<file path="src/rtl/sort_unit_pipe_rtl.sv">
// Three-stage pipelined 4-element odd-even merge sorting network with
// per-transaction direction, optional signed compare and val/rdy flow control.
module sort_unit_pipe_rtl #(
  parameter int unsigned NBITS  = 8,
  parameter bit          SIGNED = 1'b0
) (
  input  logic                  clk,
  input  logic                  reset,
  input  logic [3:0][NBITS-1:0] in_,
  input  logic                  in_dir,
  input  logic                  in_val,
  output logic                  in_rdy,
  output logic [3:0][NBITS-1:0] out,
  output logic                  out_val,
  input  logic                  out_rdy
);

  logic [3:0][NBITS-1:0] r_d1, r_d2, r_d3;
  logic                  r_dir1, r_dir2, r_dir3;
  logic                  r_v1, r_v2, r_v3;

  logic [3:0][NBITS-1:0] w_l1, w_l2, w_l3;
  logic                  w_adv1, w_adv2, w_adv3;

  function automatic logic f_gt(input logic [NBITS-1:0] a, input logic [NBITS-1:0] b);
    if (SIGNED) return $signed(a) > $signed(b);
    else        return a > b;
  endfunction

  // True when a and b must exchange so that a ends up "first" for this direction.
  function automatic logic f_swap(input logic [NBITS-1:0] a, input logic [NBITS-1:0] b,
                                  input logic dir);
    return dir ? f_gt(b, a) : f_gt(a, b);
  endfunction

  always_comb begin
    w_l1 = in_;
    if (f_swap(in_[0], in_[1], in_dir)) begin
      w_l1[0] = in_[1];
      w_l1[1] = in_[0];
    end
    if (f_swap(in_[2], in_[3], in_dir)) begin
      w_l1[2] = in_[3];
      w_l1[3] = in_[2];
    end
  end

  always_comb begin
    w_l2 = r_d1;
    if (f_swap(r_d1[0], r_d1[2], r_dir1)) begin
      w_l2[0] = r_d1[2];
      w_l2[2] = r_d1[0];
    end
    if (f_swap(r_d1[1], r_d1[3], r_dir1)) begin
      w_l2[1] = r_d1[3];
      w_l2[3] = r_d1[1];
    end
  end

  always_comb begin
    w_l3 = r_d2;
    if (f_swap(r_d2[1], r_d2[2], r_dir2)) begin
      w_l3[1] = r_d2[2];
      w_l3[2] = r_d2[1];
    end
  end

  // Bubble-collapsing advance chain: an empty stage always lets upstream move.
  always_comb begin
    w_adv3 = !r_v3 || out_rdy;
    w_adv2 = !r_v2 || w_adv3;
    w_adv1 = !r_v1 || w_adv2;
  end

  always_ff @(posedge clk or negedge reset) begin
    if (!reset) begin
      r_d1   <= '0;
      r_dir1 <= 1'b0;
      r_v1   <= 1'b0;
    end else if (w_adv1) begin
      r_d1   <= w_l1;
      r_dir1 <= in_dir;
      r_v1   <= in_val;
    end
  end

  always_ff @(posedge clk or negedge reset) begin
    if (!reset) begin
      r_d2   <= '0;
      r_dir2 <= 1'b0;
      r_v2   <= 1'b0;
    end else if (w_adv2) begin
      r_d2   <= w_l2;
      r_dir2 <= r_dir1;
      r_v2   <= r_v1;
    end
  end

  always_ff @(posedge clk or negedge reset) begin
    if (!reset) begin
      r_d3   <= '0;
      r_dir3 <= 1'b0;
      r_v3   <= 1'b0;
    end else if (w_adv3) begin
      r_d3   <= w_l3;
      r_dir3 <= r_dir2;
      r_v3   <= r_v2;
    end
  end

  assign in_rdy  = w_adv1;
  assign out     = r_d3;
  assign out_val = r_v3;

  logic w_unused;
  assign w_unused = r_dir3;

endmodule

</file>
<file path="config.mk">
export PLATFORM = sky130hd
export DESIGN_NAME = sort_unit_pipe_rtl
export DESIGN_NICKNAME = d
export VERILOG_FILES = /design/src/rtl/sort_unit_pipe_rtl.sv
export SDC_FILE = /design/constraint.sdc
export NUM_CORES = 1
export LEC_CHECK = 0
export CAP_MARGIN = 20
export CORE_ASPECT_RATIO = 1.25
export CORE_MARGIN = 2
export CORE_UTILIZATION = 35
export DETAILED_ROUTE_END_ITERATION = 8
export SLEW_MARGIN = 0
export SYNTH_ARGS = -nofsm -noshare
export SYNTH_HDL_FRONTEND = slang
export SYNTH_SLANG_ARGS = --single-unit
</file>
<file path="constraint.sdc">
create_clock -name clk -period 4.8 [get_ports clk]
set_input_delay 1.44 -clock clk [delete_from_list [all_inputs] [get_ports clk]]
set_output_delay 1.44 -clock clk [all_outputs]
set_load 0.005 [all_outputs]
</file>
==> metrics <==
share of flip-flops with an asynchronous set or reset=100%; status=complete, no violations; Synth Cell Area=0.00632 mm2; synthesized instance count=673; slowest stage delay, CP=0.47 ns; CTS root buffer=clkbuf_16; vias in the first global route=5,043; crit-path cells=clkdlybuf4s50_1 -> nor2b_4 -> nand3_4 -> clkdlybuf4s50_1; largest family of logic cells by synthesized area=compound AO/OA/AOI/OAI gates; height of the die=154 um; count of pins over their slew limit=0; Ant. Diodes=0; post-synthesis xor/xnor area fraction=0%; fin nets=797; Hold WC Path Type=reg -> reg; DRC viols=0; top_reg_cell synth=dfrtp_1; post-CTS setup buffers=0; Starting Density=36.0%; RePlAce Congestion=0.807; mux contribution to synthesized area=15.4%; final antenna-violating net count=0; RSZ-0062 raised after global routing=false; dpl cell area=0.00716 mm2; initial antenna violation count=0; DR vias/cell=5.44; critical path capture point type=output pin; Vias=5,164; pin count of the biggest net entering global routing=113; number of H-tree levels=3; fin crit period=4.18 ns; register area share after synthesis=40.0%; # setup viols final=0; final hold violations=0; CTS tree=done; Die Span X=124 um; port bufs=70; compound-gate portion of the synthesized area=17.8%; CP arrival=2.74 ns; core footprint=0.0176 mm2; worst vdd ir=0.197 mV; Yosys warning count=0; Die ar.=0.0192 mm2; Setup crit start kind=input port; #FFs+latches synth=101; Net Count, Synth=750; most used cell along the critical path=clkdlybuf4s50_1; first-pass GRT wire length=25.9 mm; clk_lat worst skew=0.36 ns; max-cap check violation count=0; Slowest-stage cell, CP=clkdlybuf4s50_1; most common cell after layout, fill and taps aside=dfrtp_1; critical path required time=3.36 ns; post-CTS sizing=0; static leakage=0.00360 uW; CP max FO=5; number of synthesized flops with an enable pin=0; cts bufs inserted=9; Final TNS setup=0 ns; Slew headroom=29.5%; clk slew on worst S/H paths=0.07 ns; Pwr Density=500 mW/mm2; CP bufs+invs=2; WS Path Type=in -> out; Routed WL per cell=16.4 um; # IOs=71; CTS Hold Bufs=0; HPWL Detailed=11.5 mm; WL final=15.5 mm; row count=54; Overflow after GRT=0; Syn Area/Cell=9.39 um2; Simple-Gate Fraction of Synth Area=12.3%; post-synthesis adder-cell area fraction=7.92%; Final period util=87.0%; distinct cell type count after synthesis=32; DRT Pass-1 Iters=5; area delta synth->final=18.6%; commonest non-fill, non-tap cells in the layout=dfrtp_1, mux2i_1, nand2_1; Worst Max-Slew Pin Slew=1.05 ns; total track usage=16.5%; CTS sink count=101; Worst R2R Setup Slack=2.21 ns; share of cells above drive strength 1=7.72%; clock tree buffer depth=2; Fmax achieved=239 MHz; Final Cell Area=0.00750 mm2; Top delay family on crit path=buffers and inverters; First DRT Iteration DRCs=267; Clock Skew=0.0111 ns
cell families after synthesis:
logic type / after synthesis
buffers and inverters: 94
AO/OA/AOI/OAI: 169
adder cells (fa/ha/maj): 40
multiplexers: 97
AND/OR/NAND/NOR: 172
flip-flops: 101
synthesized netlist by cell type, types with 5 or more instances:
cell / instances / area [um2]
dfrtp_1: 101 / 2530
mux2i_1: 96 / 961
nand2_1: 91 / 342
a31oi_1: 64 / 400
a21oi_1: 60 / 300
inv_1: 50 / 188
ha_1: 40 / 500
nor2_1: 25 / 93.8
clkbuf_1: 23 / 86.3
and2_1: 17 / 106
nand3_1: 17 / 85.1
o211ai_1: 17 / 128
buf_2: 10 / 50.1
nand4_1: 10 / 62.6
o21ai_2: 8 / 70.1
a21oi_2: 7 / 61.3
buf_1: 5 / 18.8
nand2b_1: 5 / 31.3
state kept, by name, indices dropped and copies added (netlist names):
register,count
r_v1,1
r_d1,32
r_v2,1
r_d2,32
out,32
out_val,1
r_dir2,1
r_dir1,1
metrics by stage:
stage | hold slack (ns) | utilization, % | instances | worst slack, ns | power (uW)
floorplan | 0.436 | - | 673 | 1.20 | 2400
global placement | 0.452 | 40.8 | 932 | 0.658 | 2890
detailed placement | 0.463 | 40.8 | 932 | 0.646 | 2970
CTS | 0.479 | 42.6 | 948 | 0.628 | 3770
global route | 0.497 | 42.7 | 949 | 0.574 | 4030
finish | 0.469 | 42.7 | 949 | 0.624 | 3750
routing by layer:
layer / part of all wire (%) / track usage (%)
met5: 0 / 0
met4: 1.8 / 5.46
met3: 3.2 / 2.66
met2: 51 / 28.7
met1: 44 / 21.1
worst min-delay path, delay by kind of cell (launching register included):
family           cells  cell delay, ns
DFF                  1            0.35
and+or+nand+nor      2            0.10
cell type report:
| cell class | instances | area (um2) |
|---|---|---|
| Fill cell | 1728 | 10100 |
| Multi-Input combinational cell | 478 | 3400 |
| Sequential cell | 101 | 2530 |
| Timing Repair Buffer | 80 | 781 |
| Tap cell | 224 | 280 |
| Clock buffer | 9 | 225 |
| Inverter | 50 | 188 |
| Clock inverter | 7 | 97.6 |
path summary, 6_finish.rpt:
check,start,endpoint,cells past startpoint
setup / recovery,out_rdy,in_rdy,4
hold / removal,out[5],out[5],2
setup reg to reg,r_d2[21],out[8],8
hold reg to reg,out[5],out[5],2
max in group asynchronous,reset,out[12],2
min in group asynchronous,reset,r_d1[2],1
power by group:
| part | internal, uW | total (uW) | switching (uW) |
|---|---|---|---|
| clock | 459 | 796 | 337 |
| sequential | 1160 | 1460 | 303 |
| combinational | 736 | 1490 | 756 |
| total | 2350 | 3750 | 1400 |
Note: power is estimated with default switching activity, not from simulation.
